==> src/rtl/goertzel_sched_pkg.sv <==
// Shared definitions for the Goertzel run scheduler.
//   sched_state_t : scheduler FSM states
//   DW_DEF/RW_DEF : default coefficient/magnitude width and run-index width
//   clamp_runs()  : maps a requested run-pair count into 1..max_runs
package goertzel_sched_pkg;

    localparam int unsigned DW_DEF = 16;
    localparam int unsigned RW_DEF = 5;

    typedef enum logic [2:0] {
        IDLE,
        WAIT_BANK,
        REQ,
        WAIT_COEFF,
        START,
        WAIT_ENG,
        EMIT,
        ERR
    } sched_state_t;

    // A frame always holds at least one run pair.
    function automatic int unsigned clamp_runs(input int unsigned n,
                                               input int unsigned max_runs);
        if (n == 0) begin
            return 1;
        end else if (n > max_runs) begin
            return max_runs;
        end else begin
            return n;
        end
    endfunction

endpackage

==> src/rtl/goertzel_sched_wdt.sv <==
// Handshake watchdog for the Goertzel run scheduler.
//   clk     : clock
//   rst     : synchronous reset, active-high
//   clr     : clear the count to zero
//   cnt     : count this cycle
//   expired : high in the counting cycle whose increment would reach TIMEOUT_CYC
module goertzel_sched_wdt #(
    parameter int unsigned TIMEOUT_CYC = 4096
) (
    input  logic clk,
    input  logic rst,
    input  logic clr,
    input  logic cnt,
    output logic expired
);

    localparam int unsigned WW = $clog2(TIMEOUT_CYC + 1);

    logic [WW-1:0] count;

    // Saturates at TIMEOUT_CYC so a stalled count can never wrap back to zero.
    always_ff @(posedge clk) begin
        if (rst || clr) begin
            count <= '0;
        end else if (cnt && (count != WW'(TIMEOUT_CYC))) begin
            count <= count + WW'(1);
        end
    end

    // Flagged one cycle early so the wait state lasts exactly TIMEOUT_CYC cycles.
    assign expired = cnt && (count == WW'(TIMEOUT_CYC - 1));

endmodule

==> src/rtl/goertzel_run_scheduler.sv <==
// Sequences the dual Goertzel datapath across a frame of bin-pair runs.
// Each bank_ready starts one run pair: request coefficients, load and start
// the engine, then publish both magnitudes tagged with the run index.
//   sys_clk, sys_rst          : clock, synchronous active-high reset
//   enable                    : scheduler run enable
//   num_runs                  : run pairs per frame (sampled at frame start)
//   bank_ready                : new ADC sample bank pulse
//   coeff_req / coeff_ready   : coefficient handshake, coeff_sin/coeff_cos in
//   eng_sin/eng_cos/eng_start : latched coefficients and engine start
//   eng_done/eng_mag0/1       : engine completion and magnitudes
//   res_valid/res_run/res_mag0/1, frame_done : published results
//   busy, overrun, timeout_err: status (overrun and timeout_err are sticky)
module goertzel_run_scheduler
    import goertzel_sched_pkg::*;
#(
    parameter int unsigned DW          = DW_DEF,
    parameter int unsigned RW          = RW_DEF,
    parameter int unsigned MAX_RUNS    = 16,
    parameter int unsigned TIMEOUT_CYC = 4096
) (
    input  logic          sys_clk,
    input  logic          sys_rst,
    input  logic          enable,
    input  logic [RW-1:0] num_runs,
    input  logic          bank_ready,
    output logic          coeff_req,
    input  logic          coeff_ready,
    input  logic [DW-1:0] coeff_sin,
    input  logic [DW-1:0] coeff_cos,
    output logic [DW-1:0] eng_sin,
    output logic [DW-1:0] eng_cos,
    output logic          eng_start,
    input  logic          eng_done,
    input  logic [DW-1:0] eng_mag0,
    input  logic [DW-1:0] eng_mag1,
    output logic          res_valid,
    output logic [RW-1:0] res_run,
    output logic [DW-1:0] res_mag0,
    output logic [DW-1:0] res_mag1,
    output logic          frame_done,
    output logic          busy,
    output logic          overrun,
    output logic          timeout_err
);

    sched_state_t  state;
    logic [RW-1:0] run_idx;
    logic [RW-1:0] runs_lat;
    logic          waiting;
    logic          wdt_clr;
    logic          wdt_expired;

    assign waiting = (state == WAIT_COEFF) || (state == WAIT_ENG);
    assign wdt_clr = !waiting;

    goertzel_sched_wdt #(
        .TIMEOUT_CYC(TIMEOUT_CYC)
    ) u_wdt (
        .clk     (sys_clk),
        .rst     (sys_rst),
        .clr     (wdt_clr),
        .cnt     (waiting),
        .expired (wdt_expired)
    );

    // Outputs are registered on the transition into the state that owns them,
    // so each strobe is high exactly while the FSM sits in that state.
    always_ff @(posedge sys_clk) begin
        if (sys_rst) begin
            state       <= IDLE;
            run_idx     <= '0;
            runs_lat    <= '0;
            coeff_req   <= 1'b0;
            eng_sin     <= '0;
            eng_cos     <= '0;
            eng_start   <= 1'b0;
            res_valid   <= 1'b0;
            res_run     <= '0;
            res_mag0    <= '0;
            res_mag1    <= '0;
            frame_done  <= 1'b0;
            busy        <= 1'b0;
            overrun     <= 1'b0;
            timeout_err <= 1'b0;
        end else begin
            coeff_req  <= 1'b0;
            eng_start  <= 1'b0;
            res_valid  <= 1'b0;
            frame_done <= 1'b0;

            if (bank_ready && (state != IDLE) && (state != WAIT_BANK)) begin
                overrun <= 1'b1;
            end

            case (state)
                IDLE: begin
                    run_idx <= '0;
                    if (enable) begin
                        state <= WAIT_BANK;
                    end
                end

                WAIT_BANK: begin
                    if (!enable) begin
                        state   <= IDLE;
                        run_idx <= '0;
                    end else if (bank_ready) begin
                        state     <= REQ;
                        coeff_req <= 1'b1;
                        busy      <= 1'b1;
                        if (run_idx == '0) begin
                            runs_lat <= RW'(clamp_runs(32'(num_runs), MAX_RUNS));
                        end
                    end
                end

                REQ: begin
                    state <= WAIT_COEFF;
                end

                WAIT_COEFF: begin
                    if (coeff_ready) begin
                        state     <= START;
                        eng_sin   <= coeff_sin;
                        eng_cos   <= coeff_cos;
                        eng_start <= 1'b1;
                    end else if (wdt_expired) begin
                        state       <= ERR;
                        timeout_err <= 1'b1;
                        busy        <= 1'b0;
                    end
                end

                START: begin
                    state <= WAIT_ENG;
                end

                WAIT_ENG: begin
                    if (eng_done) begin
                        state      <= EMIT;
                        res_mag0   <= eng_mag0;
                        res_mag1   <= eng_mag1;
                        res_run    <= run_idx;
                        res_valid  <= 1'b1;
                        frame_done <= (run_idx == runs_lat - RW'(1));
                    end else if (wdt_expired) begin
                        state       <= ERR;
                        timeout_err <= 1'b1;
                        busy        <= 1'b0;
                    end
                end

                EMIT: begin
                    busy <= 1'b0;
                    // frame_done already holds the last-run compare for this pair.
                    if (!enable) begin
                        state   <= IDLE;
                        run_idx <= '0;
                    end else begin
                        state <= WAIT_BANK;
                        if (frame_done) begin
                            run_idx <= '0;
                        end else begin
                            run_idx <= run_idx + RW'(1);
                        end
                    end
                end

                ERR: begin
                    if (!enable) begin
                        state   <= IDLE;
                        run_idx <= '0;
                    end
                end

                default: begin
                    state <= IDLE;
                end
            endcase
        end
    end

endmodule
==> config.mk <==
export PLATFORM = sky130hd
export DESIGN_NAME = goertzel_run_scheduler
export DESIGN_NICKNAME = d
export VERILOG_FILES = /design/src/rtl/goertzel_sched_pkg.sv /design/src/rtl/goertzel_sched_wdt.sv /design/src/rtl/goertzel_run_scheduler.sv
export SDC_FILE = /design/constraint.sdc
export NUM_CORES = 1
export LEC_CHECK = 0
export CAP_MARGIN = 5
export CELL_PAD_IN_SITES_DETAIL_PLACEMENT = 1
export CELL_PAD_IN_SITES_GLOBAL_PLACEMENT = 1
export CORE_MARGIN = 2
export CORE_UTILIZATION = 32
export CTS_CLUSTER_DIAMETER = 60
export DETAILED_ROUTE_END_ITERATION = 10
export PLACE_DENSITY_LB_ADDON = 0.25
export SLEW_MARGIN = 20
export SYNTH_ARGS = -nofsm -noshare
export SYNTH_HDL_FRONTEND = slang
export SYNTH_HIERARCHICAL = 1
export SYNTH_SLANG_ARGS = --single-unit
==> constraint.sdc <==
create_clock -name sys_clk -period 2.9 [get_ports sys_clk]
set_input_delay 0.58 -clock sys_clk [delete_from_list [all_inputs] [get_ports sys_clk]]
set_output_delay 0.58 -clock sys_clk [all_outputs]
set_load 0.05 [all_outputs]
==> results.cfg <==
[status]
outcome = completed

[routing]
dr.pass1.iters = 4
wl_met1_mm = 5.069
drcViolationCount = 0
drt_iter0_drc = 125
wirelength_mm = 12.82
antenna_left = 0
wl_met3_mm = 1.031
route.top_layer_used = met4
vias = 4128
wl_met2_mm = 6.456
via_per_inst = 4.851
post_drt_wl_per_cell_um = 15.06

[critical_path]
r2r_end = state[1]$_SDFFE_PP0P_
end_kind = register
r2r_slack_ns = 0.68
cp.arrival_ns = 2.49
r2r_cells = 9
critPathCapture = state[1]$_SDFFE_PP0P_
crit_required_ns = 3.17
crit_fanout = 8
cp-start-kind = register
crit_type = reg2reg
cp-startpoint = state[1]$_SDFFE_PP0P_
rr_startpoint = state[1]$_SDFFE_PP0P_

[timing]
layout_setup_ws_ns = 0.6839
setup-tns-final_ns = 0
fin_crit_sh_pct = 76.42
skew_ns = 0.007457
rsz0062_at_grt = false
clock.fmax_ghz = 0.4513
hold_viol_final = 0
slew_violations = 0
max_slew_margin_pct = 62.53
fin_crit_ns = 2.216
holdWs_ns = 0.4528
setup_violations = 0
max_slew.worst_pin.slew_ns = 0.5603

[die]
rows = 42
die_h_um = 119.7
die_w_um = 119.7
initial_utilization_pct = 32.63
core-area_um2 = 13140
io_pins = 151
dieArea_um2 = 14340

[yosys]
async_flop_share_pct = 0
ys_seq_elements = 102
yosysWarningCount = 6
yosysSeqAreaShare_pct = 47.64
synth.cell_area_um2 = 4287
synth_cells = 528
ys_types = 51
syn_nets = 612
synth_edf_count = 0
synthFlopType = dfxtp_1
syn_avg_cell_area_um2 = 8.119

[cts]
post_cts_buffers = 0
clk_path_buf_depth = 2
ctsResizeCount = 0
cts_sinks = 102
cts_made_buffers = 9
cts-root-buf = clkbuf_16
cts_hold_buf = 0
clk_latency_ns = 0.35
cts_tree = done
htree_levels = 3
path_clk_slew_ns = 0.07

[power_and_ir_drop]
power-per-cell-area_nw_per_um2 = 461.3
p_seq_share_pct = 48.9
switching_share_pct = 21.04
ir_drop_uv = 327.4
pwr-share-clk_pct = 44.5
switching_power_mw = 0.6060
p_leak_nw = 2.095
combinationalPowerShare_pct = 6.5
p_int_mw = 2.274

[flow_run]
cap_violations = 0

[min_path]
hold_path_class = reg2reg

[cells_and_area]
num-fill-cells = 1582
finalNetCount = 754
drive_above_1_share_pct = 5.778
n_antenna_cell = 0
final_cell_mix = 157 x nand2_1, 149 x clkdlybuf4s50_1, 102 x dfxtp_1, 83 x a21oi_1, 27 x nor2_1
final_common_cell = nand2_1
area_delta_synth_final_pct = 45.62
post-route-util_pct = 47.51

[grt]
grt_pass1_wl_mm = 21.11
antenna_found_initial = 0
overflow = 0
grt_pass1_vias = 4415
grtUsageTotal_pct = 18.47
grt_max_degree = 49

[placement]
pre_cts_slack_ns = 0.5190
dp_hpwl_mm = 9.464
globalplace.congestion = 0.8322
io_buffers = 150
-- cells in the mapped netlist (all sizes together), types with 2 or more instances --
cell | count | share of area [%]
clkbuf | 19 | 1.9
a22o | 2 | 0.41
nor2b | 4 | 0.64
and4b | 2 | 0.47
buf | 10 | 1.6
or3 | 3 | 0.44
o21ai | 11 | 1.3
nor4b | 3 | 0.96
nor4 | 6 | 1.3
a21oi | 83 | 9.7
nor3 | 6 | 0.82
dfxtp | 102 | 48
and3 | 2 | 0.29
nand4 | 8 | 1.5
dlygate4sd1 | 2 | 0.41
a31o | 2 | 0.41
xor2 | 6 | 1.2
nand2b | 2 | 0.29
a31oi | 4 | 0.58
nand2 | 157 | 14
nor2 | 27 | 2.4
xnor2 | 15 | 3.1
mux2i | 2 | 0.47
nand3 | 8 | 0.93
or3b | 3 | 0.61
ha | 9 | 2.6
nand3b | 2 | 0.35
inv | 14 | 1.2
-- layout make-up --
cell class	instances	area [µm²]	share of cell area (%)
clock inverters	6	86.33	1.383
inverters	14	52.55	0.8419
multi-input cells	381	2026	32.45
repair buffers	162	1587	25.42
well taps	176	220.2	3.528
flip-flops and latches	102	2042	32.71
clock buffers	10	229.0	3.668
-- stage by stage --
step           cells  cell area (µm²)  power (mW)
2_1_floorplan    528             4287       1.505
3_3_place_gp     835             5927       1.625
3_5_place_dp     835             5927       1.630
4_1_cts          851             6242       2.927
5_1_grt          851             6242       2.984
6_report         851             6242       2.880
-- how the worst min path moves through the flow --
stage / depth (start not counted) / endpoint / slack (ns) / startpoint
after floorplan: 2 / runs_lat[1]$_SDFFE_PP0P_ / 0.44 / runs_lat[1]$_SDFFE_PP0P_
after global placement: 2 / overrun$_SDFFE_PP0P_ / 0.44 / overrun$_SDFFE_PP0P_
after detailed placement: 2 / res_mag0[12]$_SDFFE_PP0P_ / 0.45 / res_mag0[12]$_SDFFE_PP0P_
after CTS: 2 / res_mag0[12]$_SDFFE_PP0P_ / 0.46 / res_mag0[12]$_SDFFE_PP0P_
after global routing: 2 / res_mag1[5]$_SDFFE_PP0P_ / 0.48 / res_mag1[5]$_SDFFE_PP0P_
final: 2 / res_mag0[12]$_SDFFE_PP0P_ / 0.45 / res_mag0[12]$_SDFFE_PP0P_
-- power groups by stage --
stage                     sequential, mW  combinational (mW)  clock, mW
after floorplan                     1.45              0.0577          0
after global placement              1.44               0.184          0
after detailed placement            1.44               0.189          0
after CTS                           1.41               0.190       1.33
after global routing                1.41               0.205       1.37
final                               1.41               0.188       1.28
-- state kept, by name, summed over array words and instances (netlist names) --
name	flops
eng_cos	16
eng_sin	16
res_mag0	16
res_mag1	16
u_wdt/count	13
res_run	5
run_idx	5
runs_lat	5
state	3
busy	1
coeff_req	1
eng_start	1
frame_done	1
overrun	1
res_valid	1
timeout_err	1
-- routing by layer --
metal	up-vias	global-route usage, %
met4	0	7.426
met2	107	32.68
met5	-	0
li1	2041	-
met3	15	7.414
met1	1965	19.52
-- cell families (layout without fill, tap and decap cells) --
kind of cell / Yosys count / in the layout / share of synthesized area, %
AO/OA/AOI/OAI: 110 / 110 / 13.95
XOR/XNOR: 21 / 21 / 4.291
adder cells (fa/ha/maj): 9 / 9 / 2.627
buffers and inverters: 45 / 192 / 5.108
flip-flops: 102 / 102 / 47.64
multiplexers: 2 / 2 / 0.4670
AND/OR/NAND/NOR: 239 / 239 / 25.92
-- critical path: stages (launching register included) --
cell and delay (ns):
dfxtp_1 0.37, xor2_1 0.20, nand2_1 0.13, inv_1 0.22, nand2_1 0.15, nor4_1 0.28, buf_4 0.20, o21ai_0 0.09
a221o_1 0.30, a21boi_0 0.19
Power figures use the tool's default switching activity.
==> patch: new RTL, same settings <==
`TIMEOUT_CYC` is set to 4096 in 2 places; all go to 2048.
--- a/src/rtl/goertzel_sched_wdt.sv
+++ b/src/rtl/goertzel_sched_wdt.sv
@@ -7,3 +7,3 @@
 module goertzel_sched_wdt #(
-    parameter int unsigned TIMEOUT_CYC = 4096
+    parameter int unsigned TIMEOUT_CYC = 2048
 ) (
--- a/src/rtl/goertzel_run_scheduler.sv
+++ b/src/rtl/goertzel_run_scheduler.sv
@@ -18,3 +18,3 @@
     parameter int unsigned MAX_RUNS    = 16,
-    parameter int unsigned TIMEOUT_CYC = 4096
+    parameter int unsigned TIMEOUT_CYC = 2048
 ) (
Check against the original RTL: same outputs for any inputs over 10 cycles, from zero or initial values and one cycle with sys_rst high; that may be too few to reach the edited logic, so the function may still have changed.
==> patch against the original RTL <==
Sequential cell count fell by 1; final cell count fell by 0.35%; sequential share of layout area fell by 0.25 points; non-clock buffer count fell by 2; cell area fell by 0.22%; wire length fell by 0.27%; synthesized area rose by 0.15%; total power rose by 0.96%; setup slack got worse by 0.051 ns.
==> patch: results (changes against the original RTL) <==
| Metric | Value |
|---|---|
| Clk root buf | `clkbuf_16` |
| Hold crit path type | `reg2reg` |
| Fin nets | `751 (-0.40%)` |
| FF-to-FF path depth | `8 (-1)` |
| Clock skew after layout | `0.009559 ns (+0.002102 ns)` |
| First-pass GRT wire length | `20.71 mm (-1.9%)` |
| H-tree lvl count | `3 (unchanged)` |
| Synth top area cells | `dfxtp_1 (47%), nand2_1 (13%), a21oi_1 (10%), ha_1 (2.6%), clkbuf_1 (1.6%)` |
| CP Max Fanout | `16 (+8)` |
| Status | `finished, final reports clean` |
| Worst vdd ir | `0.2161 mV (-34%)` |
| Vias | `4182 (+1.3%)` |
| Leakage | `0.002110 uW (+0.72%)` |
| R2r endpoint | `state[1]$_SDFFE_PP0P_` |
| Syn Nets | `614 (+0.33%)` |
| R2R Setup Slk | `0.63 ns (-0.05 ns)` |
| Number of global-route vias before repair | `4351 (-1.4%)` |
| Register area share after synthesis | `0.4710 (-0.005358)` |
| Initial antenna violation count | `0 (unchanged)` |
| All-layer global routing usage | `0.1783 (-0.006442)` |
| DR WL/cell | `15.08 um (about the same)` |
| Post-DP HPWL | `9.075 mm (-4.1%)` |
| Measured slew at the worst slew-check pin | `0.5552 ns (-0.005113 ns)` |
| Post-CTS setup buffers | `0 (unchanged)` |
| RePlAce Congestion | `0.8161 (-1.9%)` |
| Share of layout cells above drive strength 1 | `0.05357 (-0.004206)` |
| Max clock buf depth | `2 (unchanged)` |
| CP Launch Type | `register` |
| Max_cap viols | `0 (unchanged)` |
| Yosys Warn Count | `6 (unchanged)` |
| Synth cell types | `55 (+7.8%)` |
| Reg2reg start | `state[0]$_SDFFE_PP0P_` |
| Number of DRC markers in iteration 0 | `161 (+29%)` |
| Post-DP Area | `5897 um^2 (-0.51%)` |
| Buffers on Ports | `150 (unchanged)` |
| Fillers | `1580 (-0.13%)` |
| Synth top cells by count | `nand2_1 (153), dfxtp_1 (101), a21oi_1 (88)` |
| Cts bufs inserted | `9 (unchanged)` |
| DRT Pass-1 Iters | `4 (unchanged)` |
| Largest net degree at the start of global routing | `48 (-2.0%)` |
## patch: final cells by class
| class | count | area, um^2 | area share |
|---|---|---|---|
| Clock buffer | 10 | 239.0 | 0.03837 |
| Inverter | 13 | 48.80 | 0.007834 |
| Timing Repair Buffer | 160 | 1572 | 0.2523 |
| Multi-Input combinational cell | 382 | 2034 | 0.3266 |
| Tap cell | 176 | 220.2 | 0.03536 |
| Clock inverter | 6 | 92.59 | 0.01487 |
| Sequential cell | 101 | 2022 | 0.3246 |
## patch: worst max-delay path, stage by stage (launching register included)
cell      delay [ns]
dfxtp_1         0.62
nand2_1         0.20
inv_1           0.12
nand3_1         0.17
nor4_1          0.32
buf_4           0.20
o21ai_0         0.09
a221o_1         0.30
a21boi_0        0.16
## patch: logic make-up after synthesis
group,after synthesis,synth area share
AOI/OAI and AO/OA,123,0.1577
xor gates and xnor gates,13,0.02652
adders and majority gates,9,0.02623
buffers and inverters,47,0.05508
DFF,101,0.4710
muxes,2,0.004664
and+or+nand+nor,235,0.2588
## patch: metal layers
metal  vias to the layer above  part of all wire  GRT usage
li1                       2064                 -          -
met1                      1972              0.43     0.2041
met2                       122              0.49     0.3121
met3                        24             0.060    0.04800
met4                         0             0.021    0.07574
met5                         -                 0          0
## patch: stage by stage
stage	worst slack, ns	power [uW]	cells
finish	0.6328	2907	848
global route	0.3301	3028	848
CTS	0.6108	2954	848
detailed placement	0.4878	1614	832
global placement	0.5842	1612	832
floorplan	0.6113	1491	530
## patch: how the worst min path moves through the flow
stage | slack (ns) | from | to
floorplan | 0.44 | runs_lat[1]$_SDFFE_PP0P_ | runs_lat[1]$_SDFFE_PP0P_
global placement | 0.44 | res_mag1[7]$_SDFFE_PP0P_ | res_mag1[7]$_SDFFE_PP0P_
detailed placement | 0.44 | overrun$_SDFFE_PP0P_ | overrun$_SDFFE_PP0P_
CTS | 0.46 | res_mag0[13]$_SDFFE_PP0P_ | res_mag0[13]$_SDFFE_PP0P_
global route | 0.47 | res_mag0[13]$_SDFFE_PP0P_ | res_mag0[13]$_SDFFE_PP0P_
finish | 0.45 | overrun$_SDFFE_PP0P_ | overrun$_SDFFE_PP0P_
## patch: power breakdown
part,switching [uW],internal (uW)
sequential,8.36,1390
combinational,70.0,112
clock,540,786
total,618,2290
